**config.mk**
```make
export PLATFORM = sky130hd
export DESIGN_NAME = mux32_rr_scheduler
export DESIGN_NICKNAME = d
export VERILOG_FILES = /design/src/rtl/mux32_sched_pkg.sv /design/src/rtl/rr_pick32.sv /design/src/rtl/mux32_rr_scheduler.sv
export SDC_FILE = /design/constraint.sdc
export NUM_CORES = 1
export LEC_CHECK = 0
export ABC_CLOCK_PERIOD_IN_PS = 7000
export BUFFER_PORTS_ARGS = -buffer_cell sky130_fd_sc_hd__buf_2
export CELL_PAD_IN_SITES_DETAIL_PLACEMENT = 0
export CELL_PAD_IN_SITES_GLOBAL_PLACEMENT = 1
export CORE_MARGIN = 2
export CORE_UTILIZATION = 26
export DETAILED_ROUTE_END_ITERATION = 6
export PLACE_DENSITY_LB_ADDON = 0.1
export SLEW_MARGIN = 20
export SYNTH_ARGS = -nofsm -noshare
export SYNTH_HDL_FRONTEND = slang
export SYNTH_SLANG_ARGS = --single-unit
export TNS_END_PERCENT = 1
```
**constraint.sdc**
```tcl
create_clock -name clk -period 7 [get_ports clk]
set_clock_uncertainty 0.15 [all_clocks]
set_input_delay 0.35 -clock clk [delete_from_list [all_inputs] [get_ports clk]]
set_output_delay 0.35 -clock clk [all_outputs]
set_load 0.02 [all_outputs]
```
**src/rtl/mux32_sched_pkg.sv**
```systemverilog
// Shared types and widths for the 32:1 mux round-robin scheduler.
package mux32_sched_pkg;

    localparam int unsigned SEL_W = 5;
    localparam int unsigned CNT_W = 8;

    typedef enum logic [1:0] {
        IDLE  = 2'd0,
        GRANT = 2'd1,
        TURN  = 2'd2
    } state_t;

endpackage

```
**src/rtl/rr_pick32.sv**
```systemverilog
// Rotating-priority encoder: first set req bit scanning upward from last_ptr+1 (mod 32).
module rr_pick32
    import mux32_sched_pkg::*;
(
    input  logic [31:0]      req,
    input  logic [SEL_W-1:0] last_ptr,
    output logic [SEL_W-1:0] pick,
    output logic             any
);

    logic [SEL_W-1:0] idx;

    always_comb begin
        pick = '0;
        idx  = '0;
        any  = |req;
        // Walk from farthest to nearest offset so the nearest set bit wins.
        for (int i = 32; i >= 1; i--) begin
            idx = last_ptr + SEL_W'(i);
            if (req[idx]) begin
                pick = idx;
            end
        end
    end

endmodule

```
**src/rtl/mux32_rr_scheduler.sv**
```systemverilog
// Round-robin burst scheduler driving the 32:1 mux select with a TURN settle bubble.
// Optional stall timeout enabled by defining MUX32_SCHED_TIMEOUT_EN.
module mux32_rr_scheduler
    import mux32_sched_pkg::*;
#(
    parameter int unsigned N_SRC     = 32,
    parameter int unsigned MAX_BURST = 8,
    parameter int unsigned TIMEOUT   = 64
) (
    input  logic             clk,
    input  logic             rst,
    input  logic [N_SRC-1:0] req,
    output logic [SEL_W-1:0] sel,
    output logic [N_SRC-1:0] gnt,
    output logic             out_valid,
    input  logic             out_ready,
    output logic [CNT_W-1:0] beat_cnt,
    output logic             timeout_err
);

    if (N_SRC != 32) begin : g_bad_nsrc
        $error("N_SRC must be 32");
    end
    if (MAX_BURST < 1 || MAX_BURST > 255) begin : g_bad_burst
        $error("MAX_BURST must be 1..255");
    end
    if (TIMEOUT < 2) begin : g_bad_timeout
        $error("TIMEOUT must be at least 2");
    end

    state_t           state_q, state_d;
    logic [SEL_W-1:0] sel_q, sel_d;
    logic [N_SRC-1:0] gnt_q, gnt_d;
    logic             out_valid_q, out_valid_d;
    logic [CNT_W-1:0] beat_cnt_q, beat_cnt_d;
    logic [SEL_W-1:0] last_ptr_q, last_ptr_d;

    logic [SEL_W-1:0] pick;
    logic             any;
    logic             beat;
    logic             timed_out;
    logic             release_grant;

    rr_pick32 u_pick (
        .req      (req),
        .last_ptr (last_ptr_q),
        .pick     (pick),
        .any      (any)
    );

    assign beat = (state_q == GRANT) && out_valid_q && out_ready;

`ifdef MUX32_SCHED_TIMEOUT_EN
    localparam int unsigned StallW = $clog2(TIMEOUT);

    logic [StallW-1:0] stall_q, stall_d;

    always_comb begin
        stall_d   = stall_q;
        timed_out = 1'b0;
        if (state_q == IDLE && any) begin
            stall_d = '0;
        end else if (state_q == GRANT) begin
            if (beat) begin
                stall_d = '0;
            end else if (out_valid_q && !out_ready) begin
                // The cycle that would be stall number TIMEOUT revokes the grant.
                if (stall_q == StallW'(TIMEOUT - 1)) begin
                    timed_out = 1'b1;
                end else begin
                    stall_d = stall_q + 1'b1;
                end
            end
        end
    end

    always_ff @(posedge clk or posedge rst) begin
        if (rst) begin
            stall_q <= '0;
        end else begin
            stall_q <= stall_d;
        end
    end
`else
    assign timed_out = 1'b0;
`endif

    assign release_grant = (beat && (beat_cnt_q + 8'd1 == CNT_W'(MAX_BURST)))
                         || !req[sel_q] || timed_out;

    always_comb begin
        state_d     = state_q;
        sel_d       = sel_q;
        gnt_d       = gnt_q;
        out_valid_d = out_valid_q;
        beat_cnt_d  = beat_cnt_q;
        last_ptr_d  = last_ptr_q;
        unique case (state_q)
            IDLE: begin
                if (any) begin
                    state_d     = GRANT;
                    sel_d       = pick;
                    gnt_d       = N_SRC'(1) << pick;
                    out_valid_d = 1'b1;
                    beat_cnt_d  = '0;
                end
            end
            GRANT: begin
                if (beat && beat_cnt_q != CNT_W'(MAX_BURST)) begin
                    beat_cnt_d = beat_cnt_q + 8'd1;
                end
                if (release_grant) begin
                    state_d     = TURN;
                    last_ptr_d  = sel_q;
                    gnt_d       = '0;
                    out_valid_d = 1'b0;
                end
            end
            TURN: begin
                state_d = IDLE;
            end
            default: begin
                state_d     = IDLE;
                gnt_d       = '0;
                out_valid_d = 1'b0;
            end
        endcase
    end

    always_ff @(posedge clk or posedge rst) begin
        if (rst) begin
            state_q     <= IDLE;
            sel_q       <= '0;
            gnt_q       <= '0;
            out_valid_q <= 1'b0;
            beat_cnt_q  <= '0;
            last_ptr_q  <= 5'd31;
        end else begin
            state_q     <= state_d;
            sel_q       <= sel_d;
            gnt_q       <= gnt_d;
            out_valid_q <= out_valid_d;
            beat_cnt_q  <= beat_cnt_d;
            last_ptr_q  <= last_ptr_d;
        end
    end

    assign sel         = sel_q;
    assign gnt         = gnt_q;
    assign out_valid   = out_valid_q;
    assign beat_cnt    = beat_cnt_q;
    assign timeout_err = timed_out;

endmodule

```
==> report_table.html, run 1 <==
<table>
<tr><th>Metric</th><th>Value</th></tr>
<tr><th colspan="2">Timing</th></tr>
<tr><td>Max Transition Viols Final</td><td>0</td></tr>
<tr><td>Setup-violating endpoint count in the final report</td><td>0</td></tr>
<tr><td>Setup Total Neg Slack</td><td>0 ps</td></tr>
<tr><td>Number of hold violations in the final report</td><td>0</td></tr>
<tr><td>Peak clock frequency supported by timing</td><td>approximately 170 MHz</td></tr>
<tr><td>Slew at the pin closest to its max-slew limit</td><td>between 900 and 1000 ps</td></tr>
<tr><td>Final period utilization</td><td>84.6%</td></tr>
<tr><td>Fin crit period</td><td>5920 ps</td></tr>
<tr><td>Unrepaired setup endpoints after global routing</td><td>no</td></tr>
<tr><td>Worst slew margin</td><td>between 30% and 40%</td></tr>
<tr><th colspan="2">Synth</th></tr>
<tr><td>Synthesized-area fraction occupied by xor and xnor cells</td><td>about 3.4%</td></tr>
<tr><td>Most instantiated flip-flop cell in the synthesis netlist</td><td>dfrtp_1</td></tr>
<tr><td>Post-Synthesis Net Count</td><td>approximately 1100</td></tr>
<tr><td>Main combinational cell family by area after synthesis</td><td>multiplexers</td></tr>
<tr><td>Mux cell area share after synthesis</td><td>37.6%</td></tr>
<tr><td>Unique masters post-synth</td><td>100</td></tr>
<tr><td>Share of the synthesized area in compound gates (AO/OA/AOI/OAI)</td><td>a little over a fifth</td></tr>
<tr><td>Async SR Flop Fraction</td><td>100%</td></tr>
<tr><td>Post-synth design cell area</td><td>approximately 9800 um^2</td></tr>
<tr><td>Adder-Cell Fraction of Synth Area</td><td>about 2.0%</td></tr>
<tr><td>Count of mapped cells out of synthesis</td><td>roughly 1100</td></tr>
<tr><td>Number of enable flip-flop cells after synthesis</td><td>0</td></tr>
<tr><td>Share of synthesized area occupied by flip-flops and latches</td><td>around 14%</td></tr>
<tr><td>Yosys warns</td><td>0</td></tr>
<tr><td>Register bit count reported by yosys</td><td>between 50 and 60</td></tr>
<tr><td>Synthesized-area fraction occupied by and/or/nand/nor cells</td><td>15.6%</td></tr>
<tr><td>Mean area per synthesized cell</td><td>around 9.2 um^2</td></tr>
<tr><th colspan="2">GRT</th></tr>
<tr><td>Congestion Overflow GR</td><td>0</td></tr>
<tr><td>Vias in the first global route</td><td>9332</td></tr>
<tr><td>Antenna violations before repair</td><td>1</td></tr>
<tr><td>First-pass GRT wire length</td><td>between 60000 and 70000 um</td></tr>
<tr><td>Maximum number of pins on one net before global-route repair</td><td>around 70</td></tr>
<tr><td>GRT Resource Usage Total</td><td>22.9%</td></tr>
<tr><th colspan="2">Critical path</th></tr>
<tr><td>Worst r2r src</td><td>last_ptr_q[1]$_DFFE_PP1P_</td></tr>
<tr><td>CP arrival</td><td>~6000 ps</td></tr>
<tr><td>Required time worst endpoint</td><td>7080 ps</td></tr>
<tr><td>Crit Path Category</td><td>flip-flop to flip-flop</td></tr>
<tr><td>Maximum fanout along the worst path</td><td>50</td></tr>
<tr><td>Kind of end point of the critical path</td><td>flip-flop</td></tr>
<tr><td>Sort of element at the start of the critical path</td><td>flip-flop</td></tr>
<tr><td>Worst reg2reg path depth</td><td>12</td></tr>
<tr><td>Capturing point of the worst reg2reg path</td><td>gnt[13]$_DFFE_PP0P_</td></tr>
<tr><td>Setup slack of the worst register-to-register path</td><td>between 1000 and 1500 ps</td></tr>
<tr><th colspan="2">Detailed routing</th></tr>
<tr><td>DRC marker count from the first detailed-route iteration</td><td>1048</td></tr>
<tr><td>Via count</td><td>between 9000 and 10000</td></tr>
<tr><td>Drc violations</td><td>0</td></tr>
<tr><td>Drt total wl</td><td>~45000 um</td></tr>
<tr><td>Routed wire per std cell</td><td>between 20 and 30 um</td></tr>
<tr><td>1st-pass router iterations</td><td>5</td></tr>
<tr><td>Vias per inst</td><td>between 5 and 6</td></tr>
<tr><td>Antenna viol nets, final</td><td>0</td></tr>
<tr><th colspan="2">Clocking</th></tr>
<tr><td>Buffer type at the clock tree root</td><td>clkbuf_16</td></tr>
<tr><td>Clock sink total</td><td>53</td></tr>
<tr><td>Num CTS Buffers</td><td>5</td></tr>
<tr><td>Post-cts gate resize count</td><td>0</td></tr>
<tr><td>Number of setup buffers added after CTS</td><td>0</td></tr>
<tr><td>Maximum level of the CTS H-tree</td><td>2</td></tr>
<tr><td>Clock tree from TritonCTS</td><td>built</td></tr>
<tr><td>CTS max path bufs</td><td>2</td></tr>
<tr><td>Clk pin slew, worst setup/hold paths</td><td>~80 ps</td></tr>
<tr><td>Number of hold buffers added after CTS</td><td>0</td></tr>
<tr><td>Clock Latency Late Sink</td><td>300 ps</td></tr>
<tr><th colspan="2">Layout</th></tr>
<tr><td>Fillers</td><td>roughly 4000</td></tr>
<tr><td># diodes</td><td>0</td></tr>
<tr><td>Fraction of layout instances using a drive strength above 1</td><td>approximately 28%</td></tr>
<tr><td>Area growth, synth to finish</td><td>10.8%</td></tr>
<tr><td>Nets</td><td>1162</td></tr>
<tr><td>Fin util</td><td>about 29%</td></tr>
<tr><th colspan="2">Run status</th></tr>
<tr><td>Run status</td><td>finished, final reports clean</td></tr>
<tr><th colspan="2">Floorplan</th></tr>
<tr><td>I/O Pins</td><td>between 80 and 90</td></tr>
<tr><td>Area of the die</td><td>39200 um^2</td></tr>
<tr><td>Core ar.</td><td>37400 um^2</td></tr>
<tr><td>Row count</td><td>71</td></tr>
<tr><td>Vertical die dimension</td><td>roughly 200 um</td></tr>
<tr><td>Die W</td><td>198 um</td></tr>
<tr><td>Starting Density</td><td>26.2%</td></tr>
<tr><th colspan="2">Job</th></tr>
<tr><td>Max cap viols</td><td>0</td></tr>
<tr><th colspan="2">Worst hold path</th></tr>
<tr><td>Hold crit path type</td><td>primary input to asynchronous set/reset pin</td></tr>
<tr><th colspan="2">Place</th></tr>
<tr><td>Port-buffer cells</td><td>80</td></tr>
<tr><td>Post-DP HPWL</td><td>~34000 um</td></tr>
<tr><td>Final estimated routing congestion in global placement</td><td>approximately 0.9</td></tr>
</table>
flip-flops by register name, indices dropped and copies added (netlist names):
register,flops
gnt,32
beat_cnt,8
last_ptr_q,5
sel,5
state_q,2
out_valid,1
per-stage QoR:
step                cell area, um^2  hold WS, ps  std cells  setup WS (ps)
floorplan                      9800          405       1069           1240
global placement              10700          319       1615            835
detailed placement            10700          329       1615           1130
CTS                           10900          126       1623           1110
global route                  10900          164       1623            731
finish                        10900         83.3       1623           1080
critical path, stage by stage, from the launching register on:
cell and delay [ps]:
dfstp_4 770, buf_4 670, a21oi_1 250, xnor2_1 460
mux4_2 650, mux2_2 440, a2111oi_0 620, a31oi_1 160
a211o_1 240, a32oi_1 430, and2_1 320, or3b_1 450
o21ai_1 150
cell type report:
type	instances	area, um^2	share of cell area [%]
clock buffers	5	125	1.15
multi-input cells	898	7880	72.6
well taps	511	639	5.89
inverters	31	119	1.09
repair buffers	122	728	6.71
flip-flops and latches	53	1340	12.3
clock inverters	3	26.3	0.242
worst max path at each step:
stage | startpoint | endpoint | slack (ps) | depth (start not counted)
after floorplan | last_ptr_q[0]$_DFFE_PP1P_ | gnt[17]$_DFFE_PP0P_ | 1240 | 22
after global placement | last_ptr_q[0]$_DFFE_PP1P_ | gnt[11]$_DFFE_PP0P_ | 830 | 15
after detailed placement | last_ptr_q[1]$_DFFE_PP1P_ | gnt[23]$_DFFE_PP0P_ | 1130 | 13
after CTS | last_ptr_q[1]$_DFFE_PP1P_ | gnt[23]$_DFFE_PP0P_ | 1110 | 13
after global routing | last_ptr_q[1]$_DFFE_PP1P_ | gnt[11]$_DFFE_PP0P_ | 730 | 13
final | last_ptr_q[1]$_DFFE_PP1P_ | gnt[13]$_DFFE_PP0P_ | 1080 | 12
cells in the final DEF, fill, tap and decap left out, types with 13 or more instances in the layout:
cell type and count:
a211oi_1 14, a21oi_1 46, buf_2 80, buf_4 41
dfrtp_1 48, ha_1 15, inv_1 26, mux2_2 39
mux2i_1 74, mux4_1 15, mux4_2 91, nand2_1 121
nand3_1 29, nor2_1 52, nor2b_1 14, nor3_1 21
o211ai_1 13, o21ai_0 90, o21ai_1 20, xnor2_1 23
cell families after synthesis:
family,after synthesis
adders and majority gates,16
DFF,53
other,1
xor gates and xnor gates,35
buffers and inverters,118
AOI/OAI and AO/OA,305
and+or+nand+nor,318
muxes,223
synthesized netlist by cell type (13+ instances only):
cell	count	share of area, %
nand2_1	121	4.6
mux4_2	91	21
o21ai_0	90	4.6
mux2i_1	75	7.7
nor2_1	53	2.0
dfrtp_1	48	12
a21oi_1	46	2.3
clkbuf_1	44	1.7
mux2_2	39	4.5
nand3_1	29	1.5
inv_1	27	1.0
xnor2_1	23	2.1
nor3_1	21	1.1
o21ai_1	20	1.0
ha_1	16	2.0
mux4_1	15	4.0
a211oi_1	14	1.1
buf_2	14	0.72
nor2b_1	14	0.89
o211ai_1	13	1.0
layer usage:
layer | wire, um | share of wire [%] | GRT usage (%) | vias to the layer above
li1 | - | - | - | 4284
met1 | 20400 | 45 | 32.3 | 4929
met2 | 21300 | 47 | 37.9 | 355
met3 | 2340 | 5.2 | 2.15 | 48
met4 | 898 | 2.0 | 4.76 | 0
met5 | 0 | 0 | 0 | -
Power of run 1 is not shown: default switching activity piles up to over one toggle a cycle in this logic, so the estimate is an artifact.
==> run 2, diff against run 1 <==
ABC_CLOCK_PERIOD_IN_PS = 4800   (was 7000)
clock period = 4.8 ns   (was 7 ns; I/O delays follow)
==> report_table.html, run 2 (synthesis gave the netlist of run 1 again) <==
<table>
<tr><th>Metric</th><th>Value</th></tr>
<tr><th colspan="2">GRT</th></tr>
<tr><td>GRT Resource Usage Total</td><td>24.1% (+1.2 points)</td></tr>
<tr><td>Congestion Overflow GR</td><td>0 (unchanged)</td></tr>
<tr><td>First-pass GRT wire length</td><td>69700 um (+5.1%)</td></tr>
<tr><td>Vias in the first global route</td><td>10104 (+8.3%)</td></tr>
<tr><td>Maximum number of pins on one net before global-route repair</td><td>54 (-24%)</td></tr>
<tr><td>Antenna violations before repair</td><td>1 (unchanged)</td></tr>
<tr><th colspan="2">Clocking</th></tr>
<tr><td>CTS max path bufs</td><td>2 (unchanged)</td></tr>
<tr><td>Clock sink total</td><td>53 (unchanged)</td></tr>
<tr><td>Maximum level of the CTS H-tree</td><td>2 (unchanged)</td></tr>
<tr><td>Clock Latency Late Sink</td><td>300 ps (about the same)</td></tr>
<tr><td>Clk pin slew, worst setup/hold paths</td><td>80 ps (about the same)</td></tr>
<tr><td>Num CTS Buffers</td><td>5 (unchanged)</td></tr>
<tr><td>Buffer type at the clock tree root</td><td>clkbuf_16</td></tr>
<tr><td>Clock tree from TritonCTS</td><td>built</td></tr>
<tr><th colspan="2">Timing</th></tr>
<tr><td>Final period utilization</td><td>100% (+16 points)</td></tr>
<tr><td>Number of hold violations in the final report</td><td>36 (+36)</td></tr>
<tr><td>Worst hold slack</td><td>-23.4 ps (-107 ps)</td></tr>
<tr><td>Slew at the pin closest to its max-slew limit</td><td>741 ps (-256 ps)</td></tr>
<tr><td>Unrepaired setup endpoints after global routing</td><td>yes</td></tr>
<tr><td>Worst slew margin</td><td>49.3% (+16 points)</td></tr>
<tr><td>Max Transition Viols Final</td><td>0 (unchanged)</td></tr>
<tr><td>Peak clock frequency supported by timing</td><td>208 MHz (+23%)</td></tr>
<tr><td>Fin crit period</td><td>4810 ps (-1110 ps)</td></tr>
<tr><td>Post-route setup slack</td><td>-13.2 ps (-1090 ps)</td></tr>
<tr><td>Setup-violating endpoint count in the final report</td><td>4 (+4)</td></tr>
<tr><th colspan="2">Critical path</th></tr>
<tr><td>Worst r2r src</td><td>last_ptr_q[0]$_DFFE_PP1P_</td></tr>
<tr><td>Slowest stage cell, crit path</td><td>dfstp_4</td></tr>
<tr><td>Family with the most delay on the worst path</td><td>compound AO/OA/AOI/OAI gates</td></tr>
<tr><td>Sort of element at the start of the critical path</td><td>flip-flop</td></tr>
<tr><td>Combined buffer and inverter count along the critical path</td><td>3 (+2)</td></tr>
<tr><td>Kind of end point of the critical path</td><td>flip-flop</td></tr>
<tr><td>Cell-by-cell listing of the critical path</td><td>inv_4 &gt; ha_4 &gt; buf_12 &gt; buf_12 &gt; mux2i_1 &gt; mux2i_1 &gt; mux4_2 &gt; and2_1 &gt; o21ai_0 &gt; o211ai_1 &gt; a222oi_1 &gt; o211ai_1 &gt; a32oi_2 &gt; and2_4 &gt; or3b_1 &gt; o21ai_1</td></tr>
<tr><td>Start point of the critical path</td><td>last_ptr_q[0]$_DFFE_PP1P_</td></tr>
<tr><td>CP arrival</td><td>4890 ps (-1110 ps)</td></tr>
<tr><td>Required time worst endpoint</td><td>4880 ps (-2200 ps)</td></tr>
<tr><td>Capturing point of the worst reg2reg path</td><td>gnt[12]$_DFFE_PP0P_</td></tr>
<tr><td>Setup slack of the worst register-to-register path</td><td>-10 ps (-1090 ps)</td></tr>
<tr><td>Worst reg2reg path depth</td><td>16 (+4)</td></tr>
<tr><td>Slowest cell delay on critical path</td><td>660 ps (-110 ps)</td></tr>
<tr><td>Crit Path Category</td><td>flip-flop to flip-flop</td></tr>
<tr><td>Maximum fanout along the worst path</td><td>12 (-76%)</td></tr>
<tr><th colspan="2">Floorplan</th></tr>
<tr><td>Area of the die</td><td>39200 um^2 (unchanged)</td></tr>
<tr><td>Core ar.</td><td>37400 um^2 (unchanged)</td></tr>
<tr><td>Vertical die dimension</td><td>198 um (unchanged)</td></tr>
<tr><td>Row count</td><td>71 (unchanged)</td></tr>
<tr><td>Die W</td><td>198 um (unchanged)</td></tr>
<tr><td>Starting Density</td><td>26.2% (unchanged)</td></tr>
<tr><td>I/O Pins</td><td>82 (unchanged)</td></tr>
<tr><th colspan="2">Detailed routing</th></tr>
<tr><td>Antenna viol nets, final</td><td>0 (unchanged)</td></tr>
<tr><td>Vias per inst</td><td>5.66 (-4.5%)</td></tr>
<tr><td>Drc violations</td><td>0 (unchanged)</td></tr>
<tr><td>Routed wire per std cell</td><td>26.4 um (-4.6%)</td></tr>
<tr><td>Via count</td><td>10275 (+6.9%)</td></tr>
<tr><td>1st-pass router iterations</td><td>5 (unchanged)</td></tr>
<tr><td>DRC marker count from the first detailed-route iteration</td><td>780 (-26%)</td></tr>
<tr><td>Drt total wl</td><td>48000 um (+6.7%)</td></tr>
<tr><th colspan="2">Layout</th></tr>
<tr><td>Area growth, synth to finish</td><td>30.0%</td></tr>
<tr><td>Fraction of layout instances using a drive strength above 1</td><td>41.3% (+13 points)</td></tr>
<tr><td>Most used cells in the layout excluding fill and tap cells</td><td>buf_4, nand2_1, mux4_2</td></tr>
<tr><td>Nets</td><td>1354 (+17%)</td></tr>
<tr><td>Flip-flop count of the largest register, all copies and words added</td><td>32 (unchanged)</td></tr>
<tr><td>Leading cell type in the layout, fill and taps excluded</td><td>buf_4</td></tr>
<tr><td>Fillers</td><td>3892 (-3.3%)</td></tr>
<tr><td>Area of all sequential standard cells</td><td>1340 um^2 (unchanged)</td></tr>
<tr><td>Layout Cells excl Fill</td><td>1816 (+12%)</td></tr>
<tr><td>Area of the multi-input gates</td><td>8110 um^2 (+2.9%)</td></tr>
<tr><th colspan="2">Run status</th></tr>
<tr><td>Violations in the final reports</td><td>hold timing, setup timing</td></tr>
<tr><td>Run status</td><td>finished, violations left</td></tr>
<tr><th colspan="2">Place</th></tr>
<tr><td>Port-buffer cells</td><td>80 (unchanged)</td></tr>
<tr><td>Final estimated routing congestion in global placement</td><td>0.976 (+8.6%)</td></tr>
<tr><td>Number of placed instances with taps included</td><td>1795 (+11%)</td></tr>
<tr><td>Post-DP HPWL</td><td>37800 um (+11%)</td></tr>
<tr><th colspan="2">Job</th></tr>
<tr><td>Max cap viols</td><td>0 (unchanged)</td></tr>
<tr><th colspan="2">Worst hold path</th></tr>
<tr><td>Hold crit path type</td><td>primary input to asynchronous set/reset pin</td></tr>
</table>
==> run 2: worst max-delay path by stage <==
stage | end | cells past startpoint
floorplan | gnt[28]$_DFFE_PP0P_ | 21
global placement | gnt[14]$_DFFE_PP0P_ | 15
detailed placement | gnt[14]$_DFFE_PP0P_ | 15
CTS | gnt[31]$_DFFE_PP0P_ | 14
global route | gnt[15]$_DFFE_PP0P_ | 16
finish | gnt[12]$_DFFE_PP0P_ | 16
==> run 2: layer usage <==
layer / vias up / wire [um] / GRT usage (%)
li1: 4644 / - / -
met1: 5186 / 21600 / 34.2
met2: 386 / 22500 / 39.3
met3: 59 / 2400 / 2.10
met4: 0 / 1390 / 6.40
met5: - / 0 / 0
==> run 2: cell type report <==
class	count	area share, %
Inverter	31	0.934
Multi-Input combinational cell	898	63.7
Clock inverter	3	0.197
Sequential cell	53	10.5
Antenna cell	1	0.0197
Timing Repair Buffer	314	18.7
Tap cell	511	5.02
Clock buffer	5	0.983
==> run 2: per-stage QoR <==
step                setup WS [ps]  area [um^2]  TNS [ps]  util [%]
global route                 -101        12700     -1780      34.0
global placement             -196        12200     -3920      32.6
detailed placement           -228        12200     -4590      32.6
floorplan                    -217         9900     -6600         -
finish                      -13.2        12700     -42.7      34.0
CTS                         -48.8        12400      -241      33.2
==> run 2: worst register-to-register path, stage by stage (launching register included) <==
cell and delay, ps:
dfstp_4 660, inv_4 50, ha_4 290, buf_12 120
buf_12 140, mux2i_1 230, mux2i_1 190, mux4_2 580
and2_1 190, o21ai_0 250, o211ai_1 170, a222oi_1 420
o211ai_1 160, a32oi_2 350, and2_4 230, or3b_1 410
o21ai_1 130
==> run 2: repair_timing <==
item	CTS	global route
endpoints found under the setup margin	33	34
pin swaps	1	11
hold buffers	0	0
gates cloned	0	2
setup buffers	0	10
resized for setup	12	51
Power of run 2 is left out for the same reason.
==> run 3, diff against run 2 <==
ABC_CLOCK_PERIOD_IN_PS = 4700   (was 4800)
BUFFER_PORTS_ARGS = -buffer_cell sky130_fd_sc_hd__buf_4   (was -buffer_cell sky130_fd_sc_hd__buf_2)
CELL_PAD_IN_SITES_DETAIL_PLACEMENT = not set   (was 0)
CELL_PAD_IN_SITES_GLOBAL_PLACEMENT = not set   (was 1)
PLACE_DENSITY_LB_ADDON = not set   (was 0.1)
clock period = 4.7 ns   (was 4.8 ns; I/O delays follow)
==> report_table.html, run 3 (synthesis gave the netlist of run 1 again) <==
<table>
<tr><th>Metric</th><th>Value</th></tr>
<tr><th colspan="2">Floorplan</th></tr>
<tr><td>Row count</td><td>71 (unchanged)</td></tr>
<tr><td>Starting Density</td><td>26.2% (unchanged)</td></tr>
<tr><td>Die W</td><td>198 um (unchanged)</td></tr>
<tr><td>Area of the die</td><td>39200 um^2 (unchanged)</td></tr>
<tr><td>I/O Pins</td><td>82 (unchanged)</td></tr>
<tr><td>Core ar.</td><td>37400 um^2 (unchanged)</td></tr>
<tr><td>Vertical die dimension</td><td>198 um (unchanged)</td></tr>
<tr><th colspan="2">Critical path</th></tr>
<tr><td>CP arrival</td><td>4790 ps (-100 ps)</td></tr>
<tr><td>Required time worst endpoint</td><td>4730 ps (-150 ps)</td></tr>
<tr><td>Crit Path Category</td><td>flip-flop to flip-flop</td></tr>
<tr><td>Sort of element at the start of the critical path</td><td>flip-flop</td></tr>
<tr><td>Kind of end point of the critical path</td><td>flip-flop</td></tr>
<tr><td>Worst reg2reg path depth</td><td>16 (unchanged)</td></tr>
<tr><td>Maximum fanout along the worst path</td><td>6 (-6)</td></tr>
<tr><th colspan="2">Layout</th></tr>
<tr><td>Area of all sequential standard cells</td><td>1340 um^2 (-0.28%)</td></tr>
<tr><td>Area of the multi-input gates</td><td>8070 um^2 (-0.40%)</td></tr>
<tr><td>Most used cells in the layout excluding fill and tap cells</td><td>buf_4, nand2_1, mux4_2</td></tr>
<tr><td>Area growth, synth to finish</td><td>29.8% (about the same)</td></tr>
<tr><td>Leading cell type in the layout, fill and taps excluded</td><td>buf_4</td></tr>
<tr><td>Fin util</td><td>34.0% (about the same)</td></tr>
<tr><td>Flip-flop count of the largest register, all copies and words added</td><td>32 (unchanged)</td></tr>
<tr><td>Fillers</td><td>3879 (-0.33%)</td></tr>
<tr><td>Final std cell area, no fill</td><td>12700 um^2 (about the same)</td></tr>
<tr><td>Fraction of layout instances using a drive strength above 1</td><td>40.4% (-0.90 points)</td></tr>
<tr><td># diodes</td><td>0 (-1)</td></tr>
<tr><td>Nets</td><td>1331 (-1.7%)</td></tr>
<tr><th colspan="2">Clocking</th></tr>
<tr><td>Clock tree from TritonCTS</td><td>built</td></tr>
<tr><td>Number of hold buffers added after CTS</td><td>0 (unchanged)</td></tr>
<tr><td>Clock Latency Late Sink</td><td>290 ps (about the same)</td></tr>
<tr><td>Num CTS Buffers</td><td>5 (unchanged)</td></tr>
<tr><td>Buffer type at the clock tree root</td><td>clkbuf_16</td></tr>
<tr><td>Clock sink total</td><td>53 (unchanged)</td></tr>
<tr><td>Clk pin slew, worst setup/hold paths</td><td>70 ps (about the same)</td></tr>
<tr><td>CTS max path bufs</td><td>2 (unchanged)</td></tr>
<tr><td>Maximum level of the CTS H-tree</td><td>2 (unchanged)</td></tr>
<tr><th colspan="2">Place</th></tr>
<tr><td>Final estimated routing congestion in global placement</td><td>1.02 (+4.8%)</td></tr>
<tr><td>Post-DP HPWL</td><td>33000 um (-13%)</td></tr>
<tr><td>Port-buffer cells</td><td>80 (unchanged)</td></tr>
<tr><td>Placed instance area</td><td>12200 um^2 (-0.11%)</td></tr>
<tr><th colspan="2">Run status</th></tr>
<tr><td>Run status</td><td>finished, violations left</td></tr>
<tr><td>Violations in the final reports</td><td>hold timing, setup timing</td></tr>
<tr><th colspan="2">Job</th></tr>
<tr><td>Max cap viols</td><td>0 (unchanged)</td></tr>
<tr><th colspan="2">Timing</th></tr>
<tr><td>Max Transition Viols Final</td><td>0 (unchanged)</td></tr>
<tr><td>Setup-violating endpoint count in the final report</td><td>14 (+10)</td></tr>
<tr><td>Worst hold slack</td><td>-43.0 ps (-19.6 ps)</td></tr>
<tr><td>Slew at the pin closest to its max-slew limit</td><td>901 ps (+160 ps)</td></tr>
<tr><td>Post-route setup slack</td><td>-58.3 ps (-45.1 ps)</td></tr>
<tr><td>Setup Total Neg Slack</td><td>-384 ps (-342 ps)</td></tr>
<tr><td>Fin crit period</td><td>4760 ps (-54.9 ps)</td></tr>
<tr><td>Unrepaired setup endpoints after global routing</td><td>yes</td></tr>
<tr><td>Peak clock frequency supported by timing</td><td>210 MHz (+1.2%)</td></tr>
<tr><td>Worst slew margin</td><td>39.9% (-9.5 points)</td></tr>
<tr><td>Number of hold violations in the final report</td><td>48 (+33%)</td></tr>
<tr><td>Final period utilization</td><td>101% (+0.96 points)</td></tr>
<tr><th colspan="2">Worst hold path</th></tr>
<tr><td>Hold crit path type</td><td>primary input to asynchronous set/reset pin</td></tr>
<tr><th colspan="2">GRT</th></tr>
<tr><td>Maximum number of pins on one net before global-route repair</td><td>54 (unchanged)</td></tr>
<tr><td>GRT Resource Usage Total</td><td>20.9% (-3.2 points)</td></tr>
<tr><td>First-pass GRT wire length</td><td>62300 um (-11%)</td></tr>
<tr><td>Vias in the first global route</td><td>9881 (-2.2%)</td></tr>
<tr><td>Antenna violations before repair</td><td>1 (unchanged)</td></tr>
<tr><td>Congestion Overflow GR</td><td>0 (unchanged)</td></tr>
<tr><th colspan="2">Detailed routing</th></tr>
<tr><td>Routed wire per std cell</td><td>23.6 um (-11%)</td></tr>
<tr><td>Drt total wl</td><td>42300 um (-12%)</td></tr>
<tr><td>Vias per inst</td><td>5.81 (+2.7%)</td></tr>
<tr><td>Via count</td><td>10411 (+1.3%)</td></tr>
<tr><td>Antenna viol nets, final</td><td>0 (unchanged)</td></tr>
<tr><td>Drc violations</td><td>0 (unchanged)</td></tr>
<tr><td>DRC marker count from the first detailed-route iteration</td><td>1070 (+37%)</td></tr>
<tr><td>1st-pass router iterations</td><td>5 (unchanged)</td></tr>
</table>
==> run 3: cell count changes in the layout (fill, tap and decap cells not counted), sizes merged <==
cell / before / now
inv: 31 / 28
clkinvlp: 1 / 2
clkinv: 2 / 4
buf: 312 / 287
o31ai: 6 / 7
diode: 1 / 0
bufbuf: 0 / 1
==> run 3: final timing paths <==
check                                               start                 endpoint  slack (ps)
worst min-delay path                                  rst       gnt[0]$_DFFE_PP0P_         -40
min in group clk                                out_ready  beat_cnt[7]$_DFFE_PP0P_         200
max in group asynchronous                             rst  beat_cnt[4]$_DFFE_PP0P_        3910
worst min register to register        gnt[10]$_DFFE_PP0P_      gnt[10]$_DFFE_PP0P_         340
worst max register to register  last_ptr_q[0]$_DFFE_PP1P_      gnt[24]$_DFFE_PP0P_         -60
worst max-delay path            last_ptr_q[0]$_DFFE_PP1P_      gnt[24]$_DFFE_PP0P_         -60
==> run 3: timing repair <==
action / CTS / global route
cloned: 1 / 3
endpoints found under the setup margin: 32 / 36
resized for setup: 7 / 53
pin swaps: 6 / 11
buffers inserted: 2 / 10
==> run 3: metrics by stage <==
step	worst slack (ps)	std cells	hold WS (ps)
after CTS	-18.0	1779	114
after detailed placement	-159	1768	326
after global placement	-96.5	1768	326
after floorplan	-317	1069	350
final	-58.3	1792	-43.0
after global routing	-206	1792	35.0
==> run 3: worst max-delay path, stage by stage, from the launching register on <==
cell and delay (ps):
dfstp_4 650, inv_4 40, ha_4 360, buf_12 150, mux2_4 310, mux4_2 530, mux2_4 290, mux2i_1 140
buf_4 160, a21oi_2 30, o31a_1 260, o41ai_2 350, buf_4 160, nand4_1 230, o31ai_2 470, nand3b_1 230
o21ai_0 110
==> run 3: layer usage <==
layer	global-route usage, %	part of all wire (%)	up-vias
met5	0	0	-
met4	8.69	4.6	0
met1	28.2	42	5178
li1	-	-	4610
met3	2.73	6.8	114
met2	33.7	46	509
==> run 3: cell type report <==
class                      instances  share of cell area [%]
clock buffer                       5                   0.984
clock inverter                     3                   0.138
tap                              511                    5.03
inverter                          31                   0.974
timing repair buffer             290                    18.9
multi-input combinational        899                    63.5
sequential                        53                    10.5
Power of run 3 is left out for the same reason.
